--- config.mk ---
export PLATFORM = sky130hd
export DESIGN_NAME = dma_cmd_queue
export DESIGN_NICKNAME = d
export VERILOG_FILES = /design/src/rtl/dma_pkg.sv /design/src/rtl/cmd_fifo.sv /design/src/rtl/dma_cmd_queue.sv
export SDC_FILE = /design/constraint.sdc
export NUM_CORES = 1
export LEC_CHECK = 0
export ABC_AREA = 0
export BUFFER_PORTS_ARGS = -buffer_cell sky130_fd_sc_hd__buf_2
export CORE_ASPECT_RATIO = 2
export CORE_MARGIN = 1
export CORE_UTILIZATION = 45
export CTS_BUF_LIST = sky130_fd_sc_hd__clkbuf_16
export CTS_CLUSTER_DIAMETER = 30
export DETAILED_ROUTE_END_ITERATION = 16
export HOLD_SLACK_MARGIN = 0.02
export PLACE_DENSITY = 0.67
export SETUP_SLACK_MARGIN = 0.4
export SLEW_MARGIN = 20
export SYNTH_ARGS = -nofsm -noshare
export SYNTH_HDL_FRONTEND = slang
export SYNTH_SLANG_ARGS = --single-unit
export TNS_END_PERCENT = 20
--- constraint.sdc ---
create_clock -name clk -period 5.5 [get_ports clk]
set_input_delay 0.55 -clock clk [delete_from_list [all_inputs] [get_ports clk]]
set_output_delay 0.55 -clock clk [all_outputs]
set_load 0.005 [all_outputs]
--- src/rtl/dma_pkg.sv ---
// Shared types and constants for the DMA command queue front end.
// The command encoding is also used by dma_ctrl, so keep it in sync.
package dma_pkg;

  typedef enum logic [1:0] {
    DMA_NONE = 2'b00,
    DMA_D2S  = 2'b01,
    DMA_S2D  = 2'b10
  } dma_cmd_t;

  localparam logic [4:0] REG_SRC   = 5'h00;
  localparam logic [4:0] REG_DST   = 5'h04;
  localparam logic [4:0] REG_WIDTH = 5'h08;
  localparam logic [4:0] REG_CMD   = 5'h0C;
  localparam logic [4:0] REG_FENCE = 5'h10;
  localparam logic [4:0] REG_CLEAR = 5'h14;

  localparam int STAT_OVF       = 31;
  localparam int STAT_ERR       = 30;
  localparam int STAT_BUSY      = 16;
  localparam int STAT_COUNT_LSB = 8;

  typedef enum logic [1:0] {
    ST_IDLE,
    ST_ISSUE,
    ST_WAIT_START,
    ST_WAIT_DONE
  } state_t;

  typedef struct packed {
    dma_cmd_t    kind;
    logic [31:0] src;
    logic [31:0] dst;
    logic [9:0]  width;
  } cmd_entry_t;

  localparam int ENTRY_W = $bits(cmd_entry_t);

endpackage

--- src/rtl/cmd_fifo.sv ---
// Small synchronous FIFO holding posted DMA commands.
// Head is visible combinationally; a pop frees a slot for a push on the same edge.
module cmd_fifo #(
  parameter int DEPTH = 4,
  parameter int WIDTH = 76,
  parameter int CW    = $clog2(DEPTH) + 1
) (
  input  logic             clk,
  input  logic             reset,
  input  logic             push,
  input  logic             pop,
  input  logic [WIDTH-1:0] din,
  output logic [WIDTH-1:0] dout,
  output logic [CW-1:0]    count,
  output logic             full,
  output logic             empty
);

  localparam int AW = $clog2(DEPTH);

  logic [WIDTH-1:0] mem_q [DEPTH];
  logic [AW-1:0]    wrPtr_q, wrPtr_d;
  logic [AW-1:0]    rdPtr_q, rdPtr_d;
  logic [CW-1:0]    count_q, count_d;
  logic             doPush, doPop;

  assign full   = (count_q == CW'(DEPTH));
  assign empty  = (count_q == '0);
  assign doPop  = pop && !empty;
  assign doPush = push && (!full || doPop);
  assign dout   = mem_q[rdPtr_q];
  assign count  = count_q;

  always_comb begin
    wrPtr_d = wrPtr_q;
    rdPtr_d = rdPtr_q;
    count_d = count_q;
    if (doPush) wrPtr_d = wrPtr_q + AW'(1);
    if (doPop)  rdPtr_d = rdPtr_q + AW'(1);
    case ({doPush, doPop})
      2'b10:   count_d = count_q + CW'(1);
      2'b01:   count_d = count_q - CW'(1);
      default: count_d = count_q;
    endcase
  end

  always_ff @(posedge clk or posedge reset) begin
    if (reset) begin
      wrPtr_q <= '0;
      rdPtr_q <= '0;
      count_q <= '0;
    end else begin
      wrPtr_q <= wrPtr_d;
      rdPtr_q <= rdPtr_d;
      count_q <= count_d;
    end
  end

  // Storage needs no reset: empty/count gate every use of it.
  always_ff @(posedge clk) begin
    if (doPush) mem_q[wrPtr_q] <= din;
  end

endmodule

--- src/rtl/dma_cmd_queue.sv ---
// MMIO front end for dma_ctrl: stages SRC/DST/WIDTH, posts commands into a FIFO
// and issues them one at a time over the cmd/stall handshake.
module dma_cmd_queue
  import dma_pkg::*;
#(
  parameter int DEPTH = 4,
  parameter int CW    = $clog2(DEPTH) + 1
) (
  input  logic        clk,
  input  logic        reset,
  input  logic [4:0]  cpuAddress,
  input  logic [31:0] cpuWriteData,
  input  logic        cpuWriteEnable,
  output logic [31:0] cpuReadData,
  output logic        cpuStall,
  output logic [1:0]  dmaCmd,
  output logic [31:0] dmaSrcAddress,
  output logic [31:0] dmaDstAddress,
  output logic [9:0]  dmaWidth,
  input  logic        dmaStall,
  output logic        dmaDone
);

  state_t      state_q, state_d;
  logic [31:0] stageSrc_q, stageSrc_d;
  logic [31:0] stageDst_q, stageDst_d;
  logic [9:0]  stageWidth_q, stageWidth_d;
  logic        ovf_q, ovf_d;
  logic        err_q, err_d;
  logic [7:0]  doneCount_q, doneCount_d;
  logic        fencePending_q, fencePending_d;
  dma_cmd_t    dmaKind_q;
  logic [31:0] dmaSrc_q, dmaDst_q;
  logic [9:0]  dmaWidth_q;
  logic        dmaDone_q;

  logic [4:0]  regAddr;
  logic [1:0]  unusedAddrBits;
  logic        wrSrc, wrDst, wrWidth, wrCmd, wrFence, wrClear;
  logic [1:0]  cmdKind;
  logic        cmdValid, cmdBad, ovfSet, rejectErr, doneEvent, idleEmpty;
  logic        fifoPop, fifoFull, fifoEmpty;
  logic [CW-1:0] fifoCount;
  cmd_entry_t  pushEntry, headEntry;

  assign regAddr        = {cpuAddress[4:2], 2'b00};
  assign unusedAddrBits = cpuAddress[1:0];
  assign wrSrc   = cpuWriteEnable && (regAddr == REG_SRC);
  assign wrDst   = cpuWriteEnable && (regAddr == REG_DST);
  assign wrWidth = cpuWriteEnable && (regAddr == REG_WIDTH);
  assign wrCmd   = cpuWriteEnable && (regAddr == REG_CMD);
  assign wrFence = cpuWriteEnable && (regAddr == REG_FENCE);
  assign wrClear = cpuWriteEnable && (regAddr == REG_CLEAR);

  assign cmdKind  = cpuWriteData[1:0];
  assign cmdValid = wrCmd && (cmdKind == 2'b01 || cmdKind == 2'b10) && (stageWidth_q != '0);
  assign cmdBad   = wrCmd && ((cmdKind == 2'b11) || (cmdKind != 2'b00 && stageWidth_q == '0));

  assign fifoPop   = (state_q == ST_IDLE) && !fifoEmpty;
  assign ovfSet    = cmdValid && fifoFull && !fifoPop;
  assign rejectErr = (state_q == ST_WAIT_START) && !dmaStall;
  assign doneEvent = (state_q == ST_WAIT_DONE) && !dmaStall;
  assign idleEmpty = fifoEmpty && (state_q == ST_IDLE);

  assign pushEntry.kind  = dma_cmd_t'(cmdKind);
  assign pushEntry.src   = stageSrc_q;
  assign pushEntry.dst   = stageDst_q;
  assign pushEntry.width = stageWidth_q;

  cmd_fifo #(
    .DEPTH (DEPTH),
    .WIDTH (ENTRY_W),
    .CW    (CW)
  ) uFifo (
    .clk   (clk),
    .reset (reset),
    .push  (cmdValid),
    .pop   (fifoPop),
    .din   (pushEntry),
    .dout  (headEntry),
    .count (fifoCount),
    .full  (fifoFull),
    .empty (fifoEmpty)
  );

  // Issue sequencer: one command in flight, engine acceptance seen via stall.
  always_comb begin
    state_d = state_q;
    case (state_q)
      ST_IDLE:       if (!fifoEmpty) state_d = ST_ISSUE;
      ST_ISSUE:      state_d = ST_WAIT_START;
      ST_WAIT_START: state_d = dmaStall ? ST_WAIT_DONE : ST_IDLE;
      ST_WAIT_DONE:  if (!dmaStall) state_d = ST_IDLE;
      default:       state_d = ST_IDLE;
    endcase
  end

  // Setting events are applied after CLEAR so they win on a collision.
  always_comb begin
    stageSrc_d     = wrSrc   ? cpuWriteData       : stageSrc_q;
    stageDst_d     = wrDst   ? cpuWriteData       : stageDst_q;
    stageWidth_d   = wrWidth ? cpuWriteData[9:0]  : stageWidth_q;
    ovf_d          = ovf_q;
    err_d          = err_q;
    doneCount_d    = doneCount_q;
    fencePending_d = fencePending_q && !idleEmpty;
    if (wrClear && cpuWriteData[0]) begin
      ovf_d = 1'b0;
      err_d = 1'b0;
    end
    if (wrClear && cpuWriteData[1]) doneCount_d = '0;
    if (ovfSet)                     ovf_d = 1'b1;
    if (cmdBad || rejectErr)        err_d = 1'b1;
    if (doneEvent)                  doneCount_d = doneCount_q + 8'd1;
    if (wrFence)                    fencePending_d = 1'b1;
  end

  always_ff @(posedge clk or posedge reset) begin
    if (reset) begin
      state_q        <= ST_IDLE;
      stageSrc_q     <= '0;
      stageDst_q     <= '0;
      stageWidth_q   <= '0;
      ovf_q          <= 1'b0;
      err_q          <= 1'b0;
      doneCount_q    <= '0;
      fencePending_q <= 1'b0;
      dmaKind_q      <= DMA_NONE;
      dmaSrc_q       <= '0;
      dmaDst_q       <= '0;
      dmaWidth_q     <= '0;
      dmaDone_q      <= 1'b0;
    end else begin
      state_q        <= state_d;
      stageSrc_q     <= stageSrc_d;
      stageDst_q     <= stageDst_d;
      stageWidth_q   <= stageWidth_d;
      ovf_q          <= ovf_d;
      err_q          <= err_d;
      doneCount_q    <= doneCount_d;
      fencePending_q <= fencePending_d;
      dmaDone_q      <= doneEvent;
      if (fifoPop) begin
        dmaKind_q  <= headEntry.kind;
        dmaSrc_q   <= headEntry.src;
        dmaDst_q   <= headEntry.dst;
        dmaWidth_q <= headEntry.width;
      end
    end
  end

  assign dmaCmd        = (state_q == ST_ISSUE) ? dmaKind_q : DMA_NONE;
  assign dmaSrcAddress = dmaSrc_q;
  assign dmaDstAddress = dmaDst_q;
  assign dmaWidth      = dmaWidth_q;
  assign dmaDone       = dmaDone_q;
  assign cpuStall      = fencePending_q && !idleEmpty;

  always_comb begin
    cpuReadData = '0;
    case (regAddr)
      REG_SRC:   cpuReadData = stageSrc_q;
      REG_DST:   cpuReadData = stageDst_q;
      REG_WIDTH: cpuReadData[9:0] = stageWidth_q;
      REG_CMD: begin
        cpuReadData[STAT_OVF]                   = ovf_q;
        cpuReadData[STAT_ERR]                   = err_q;
        cpuReadData[STAT_BUSY]                  = (state_q != ST_IDLE);
        cpuReadData[STAT_COUNT_LSB +: CW]       = fifoCount;
        cpuReadData[7:0]                        = doneCount_q;
      end
      default:   cpuReadData = '0;
    endcase
  end

endmodule

# Word-level counts from Yosys, hierarchy flattened
# Memory sizes are Yosys's and may differ from the RTL's. A register that Yosys moved wholly into a read port is not among the register bits.
# Index checks and enable logic that the tools add are counted.
# totals
output_inout_bits,110
elab_cells,96
mem_bits_ro,0
mem_count,1
register_bits,95
mem_bits_rw,304
latchBits,0
inputBits,41
# mem_list
memory,depth,word_bits,rd,rd_clocked_by_memory_dff,wr,line,source
uFifo.mem_q,4,76,1,1,1,cmd_fifo.sv:21,logic [WIDTH-1:0] mem_q [DEPTH];
# op_classes
n_reduce_logical,42
multipliers,0
mux,20
n_addsub,5
n_shift,0
eq_ne,16
div_mod_pow,0
bitwise_logic,0
order_cmp,0
# ops
operator,count
one-hot mux 10 bit (4 select lines),1
one-hot mux 13 bit (2 select lines),1
logical AND 1 bit,21
2-to-1 mux 8 bit,2
nonzero test 2 bit,6
"== test 2 bit, second input constant",5
zero test 10 bit,1
one-hot mux 5 bit (2 select lines),1
nonzero test 10 bit,1
"== test 3 bit, second input constant",3
"adder 8 x 1 -> 8 bit, second input constant",1
2-to-1 mux 2 bit,4
one-hot mux 2 bit (4 select lines),1
"== test 2 x 1 -> 1 bit, second input constant",3
"== test 3 x 2 -> 1 bit, second input constant",2
2-to-1 mux 1 bit,6
one-hot mux 1 bit (3 select lines),2
one-hot mux 2 bit (3 select lines),1
one-hot mux 3 bit (2 select lines),1
zero test 1 bit,5
zero test 5 bit,1
"adder 2 x 1 -> 2 bit, second input constant",2
logical OR 1 bit,4
"inequality test 2 bit, second input constant",2
other kinds (6),6

# Logic depth before layout (Yosys ltp)
# logic_depth
ltp_word,8
depth_mapped,9
depth_no_buf,8

# Cells and area by module
# Synthesis repeated with hierarchy kept, for this count alone.
# hier_totals
hier_cells,1064
area_unflattened_um2,18496.5
# modules_own_cells
mod,cells_per_inst,area_each_um2,seq_area_each_um2,n_inst
cmd_fifo,437,11380.9,9303.9,1
dma_cmd_queue,627,7115.6,4103.9,1

# Worst setup path after synthesis
# OpenSTA, ideal clock, no wires.
# synth_path
path_kind,input to register
startpoint,input cpuAddress[4]
endpoint,memory uFifo.mem_q[0][0] (enable)
t_arrival_ns,3.109
t_required_ns,5.057
path_stages,5
setup_slack_ns,1.948
n_path_buf,2
setup_time_ns,0.443
path_cell_list,buf_4 > and4b_1 > and4_1 > buf_6 > and2_1
# synth_via
elab_chain_cells,7
# synth_rtl
element,line,source
start: declaration,dma_cmd_queue.sv:11,"input logic [4:0] cpuAddress,"
== test 3 x 2 -> 1 bit,dma_cmd_queue.sv:51,assign wrCmd = cpuWriteEnable && (regAddr == REG_CMD);
logical AND 1 bit,dma_cmd_queue.sv:51,
logical AND 1 bit (2 in series),dma_cmd_queue.sv:56,assign cmdValid = wrCmd && (cmdKind == 2'b01 || cmdKind == 2'b10) && (stageWidth_q != '0);
logical AND 1 bit,cmd_fifo.sv:30,assign doPush = push && (!full || doPop);
2-to-1 mux 1 bit,cmd_fifo.sv:61,if (doPush) mem_q[wrPtr_q] <= din;
2-to-1 mux 1 bit (implied by the code),cmd_fifo.sv:61,
end: declaration,cmd_fifo.sv:21,
# No other way between the ends.

# Worst setup path in the final report
# layout_path
startpoint,"register uFifo.count_q[0], in the netlist uFifo.count[0]"
endpoint,"register uFifo.count_q[2], in the netlist uFifo.count[2]"
# layout_via
elab_chain_cells,8
elab_cells_between_ends,14
classes_between,2 x add/sub; 3 x eq/ne; 1 x mux; 8 x reduce/logical
# layout_rtl
element,line,source
start: declaration,cmd_fifo.sv:24,"logic [CW-1:0] count_q, count_d;"
start signal: assignment,cmd_fifo.sv:55,count_q <= count_d;
zero test 3 bit,cmd_fifo.sv:28,assign empty = (count_q == '0);
zero test 1 bit,"cmd_fifo.sv:29, dma_cmd_queue.sv:59",
logical AND 1 bit,dma_cmd_queue.sv:59,assign fifoPop = (state_q == ST_IDLE) && !fifoEmpty;
logical AND 1 bit,cmd_fifo.sv:29,assign doPop = pop && !empty;
logical OR 1 bit,cmd_fifo.sv:30,
logical AND 1 bit,cmd_fifo.sv:30,
== test 2 x 1 -> 1 bit or == test 2 bit (tied branches),cmd_fifo.sv:40,"case ({doPush, doPop})"
one-hot mux 3 bit (2 select lines) or nonzero test 2 bit (tied branches),n/a,
# Parallel ways exist; a longest one is shown, timed or not.
# A chain may end at the register's enable or synchronous reset.

==> results.md <==
- Design Power: 0.0107 W
- Final Hold Viols: 0
- Register area: 0.0134 mm^2
- Async set-or-reset flop fraction in the synthesized netlist: 36.0%
- Syn Inst Count: 1,059
- Largest net degree at the start of global routing: 81
- Crit path cell chain: nor3_1 -> nand2b_4 -> a31oi_1 -> fa_1 -> inv_1 -> nor2_1 -> a22oi_1 -> xnor2_1
- Layout overhead on the synthesized area: 16.4%
- Min Tclk post-route: 3.10 ns
- Number of synthesized flops with an enable pin: 304
- Crit. End Element: register
- Sequential share of the synthesized area: 73.2%
- WP data required: 5.98 ns
- Max stage delay on crit path: 0.86 ns
- Overall Global Routing Usage: 19.8%
- NumNets Final: 1,274
- Share of layout cells above drive strength 1: 29.0%
- CTS tree: built
- Clock share of power: 31.6%
- Reg clk slew, reported paths: 0.06 ns
- Main synth FF type: edfxtp_1
- Startpoint types: register
- Syn nets: 1,108
- Root Buffer: clkbuf_16
- Final core occ: 53.0%
- DR WL/cell: 21.7 um
- Yosys warning count: 0
- Crit share post-route: 56.3%
- Fin area: 0.0213 mm^2
- Core area: 0.0402 mm^2
- Switch Pwr: 0.00323 W
- IO Pins: 151
- Via count: 9,499
- Critical Path AT: 3.58 ns
- Pre-antenna DRT Iters: 5
- Drt first-iter violations: 461
- Post-CTS Setup Inserts: 0
- Maxcap violations: 0
- CTS Sinks: 475
- Total negative slack: 0 ns
- Vias per Instance: 5.29
- Port buffer count: 148
- PnR worst setup slack: 2.40 ns
- Post-synthesis register bit count: 475
- H-tree Lvls: 2
- Dpl hpwl: 23,900 um
- Placed cell area: 0.0196 mm^2
- First-pass GRT wire length: 60,100 um
- DRC viols: 0
- Number of global-route vias before repair: 10.1k
- Reg power frac: 46.4%
- Comb pwr share: 21.9%
- Setup Viol. Count Final: 0
- CTS buffer count: 48
- Hold crit path type: in2reg
- Total leakage power: 8.37 nW
- Post-Syn Area: 0.0183 mm^2
- CP max FO: 80
- Commonest non-fill, non-tap cell in the layout: edfxtp_1
- Internal: 0.00748 W
- Number of fill cells in the layout: 3,234
- Status: finished, final reports clean
- Max Clock Freq: 323 MHz
- ANT nets after route: 0
- Post-cts gate resize count: 0
- Initial antenna violation count: 1
- Die width: 145 um
- Final Skew: 0.0279 ns
- Die height: 287 um
- WL final: 39,000 um
- Row Count: 104
- Routability cong.: 0.766
- Total grt overflow: 0
- Max Root-Sink Buffers: 3
- Pwr/cell area: 503 mW/mm^2
- Die ar.: 0.0416 mm^2
- Slew @ Worst Pin: 1.08 ns
- Synthesized area per cell: 17.3 um^2
- VDD IR max: 0.305 mV
- Slew Viols, Final: 0
- CP max-delay cell: nand2b_4
- Initial Utilization: 45.6%
- Yosys cell types: 45
- Relative slew slack: 28.0%
- Unrepaired setup endpoints after global routing: no
- Most frequent cells in the layout: edfxtp_1, nand2_1, dfrtp_1
- Multi-input logic area: 0.00462 mm^2
- Type of the worst setup path: reg2reg
- Dpl ws: 1.90 ns
- Switching share of total power: 30.2%
- Worst skew pair latency: 0.57 ns
registers in the layout, summed over array words and instances, names as in the netlist:
name,flops
uFifo.rdPtr_q,2
stageSrc_q,32
err_q,1
dmaSrcAddress,32
state_q,2
uFifo.mem_q,304
uFifo.wrPtr_q,2
stageDst_q,32
dmaKind_q,2
fencePending_q,1
ovf_q,1
dmaWidth,10
dmaDstAddress,32
doneCount_q,8
dmaDone,1
uFifo.count,3
stageWidth_q,10
power by group through the flow:
stage / sequential, W / clock (W) / combinational, W
finish: 0.00498 / 0.00339 / 0.00235
global route: 0.00507 / 0.00359 / 0.00261
CTS: 0.00499 / 0.00346 / 0.00244
detailed placement: 0.00506 / 0 / 0.00242
global placement: 0.00503 / 0 / 0.00238
floorplan: 0.00482 / 0 / 0.00171
stage by stage:
| stage | hold slack (ns) | instances |
|---|---|---|
| finish | 0.209 | 1795 |
| floorplan | 0.438 | 1059 |
| global placement | 0.453 | 1704 |
| global route | 0.201 | 1794 |
| CTS | 0.183 | 1794 |
| detailed placement | 0.457 | 1704 |
critical path, delay by kind of cell (launching register included):
kind,cells,cell delay [ns]
adder cells (fa/ha/maj),1,0.43
XOR/XNOR,1,0.15
AND/OR/NAND/NOR,3,1.41
AO/OA/AOI/OAI,2,0.47
flip-flops,1,0.46
buffers and inverters,1,0.08
final timing paths:
kind / from / to / slack [ns] / cells past startpoint
worst max-delay path: uFifo.count[0]$_DFFE_PP0P_ / uFifo.count[2]$_DFFE_PP0P_ / 2.40 / 8
worst min-delay path: cpuWriteData[25] / stageDst_q[25]$_DFFE_PP0P_ / 0.21 / 2
worst max register to register: uFifo.count[0]$_DFFE_PP0P_ / uFifo.count[2]$_DFFE_PP0P_ / 2.40 / 8
worst min register to register: dmaSrcAddress[8]$_DFFE_PP0P_ / dmaSrcAddress[8]$_DFFE_PP0P_ / 0.47 / 2
max in group asynchronous: reset / dmaDstAddress[31]$_DFFE_PP0P_ / 3.77 / 4
min in group asynchronous: reset / dmaSrcAddress[5]$_DFFE_PP0P_ / 0.49 / 3
timing repair:
action,CTS,global route
hold buffers,1,0
endpoints found under the hold margin,11,0
setup endpoints to repair,0,0
cell usage after synthesis (2+ instances only):
| cell | instances | area [um^2] |
|---|---|---|
| and4b_1 | 2 | 20.0 |
| buf_6 | 7 | 78.8 |
| nor2_1 | 16 | 60.1 |
| ha_1 | 7 | 87.6 |
| a22o_1 | 19 | 166 |
| nand4_1 | 2 | 12.5 |
| edfxtp_1 | 304 | 9130 |
| inv_1 | 7 | 26.3 |
| mux4_2 | 86 | 1940 |
| nor4bb_1 | 2 | 20.0 |
| xor2_1 | 2 | 17.5 |
| nor4_1 | 2 | 12.5 |
| nand2_1 | 241 | 905 |
| and2_1 | 7 | 43.8 |
| o21ai_0 | 12 | 60.1 |
| nor2b_1 | 9 | 56.3 |
| buf_2 | 21 | 105 |
| clkbuf_1 | 19 | 71.3 |
| nand3_1 | 6 | 30.0 |
| dfrtp_1 | 171 | 4280 |
| or2_2 | 2 | 12.5 |
| buf_4 | 6 | 45.0 |
| mux2_1 | 64 | 721 |
| xnor2_1 | 5 | 43.8 |
| mux2i_1 | 4 | 40.0 |
| nor3b_1 | 3 | 22.5 |
| mux2_2 | 10 | 113 |
| a31oi_1 | 6 | 37.5 |
kinds of logic after synthesis:
logic type / after synthesis / share of synthesized area, %
muxes: 165 / 15.4
buffers and inverters: 61 / 1.80
and+or+nand+nor: 300 / 6.94
AOI/OAI and AO/OA: 43 / 1.72
DFF: 475 / 73.2
adders and majority gates: 8 / 0.587
xor gates and xnor gates: 7 / 0.335
metal layers:
layer	vias to the layer above	share of wire (%)	GRT usage, %
li1	4287	-	-
met1	4918	37	22.6
met2	222	56	36.8
met3	72	4.0	2.65
met4	0	3.3	7.84
met5	-	0	0
cell type report:
class,instances,area share (%)
Sequential cell,475,62.9
Multi-Input combinational cell,523,21.7
Clock buffer,49,5.75
Timing Repair Buffer,169,4.23
Tap cell,530,3.11
Clock inverter,40,2.12
Inverter,8,0.158
Antenna cell,1,0.0117
(Power assumes the default switching activity.)
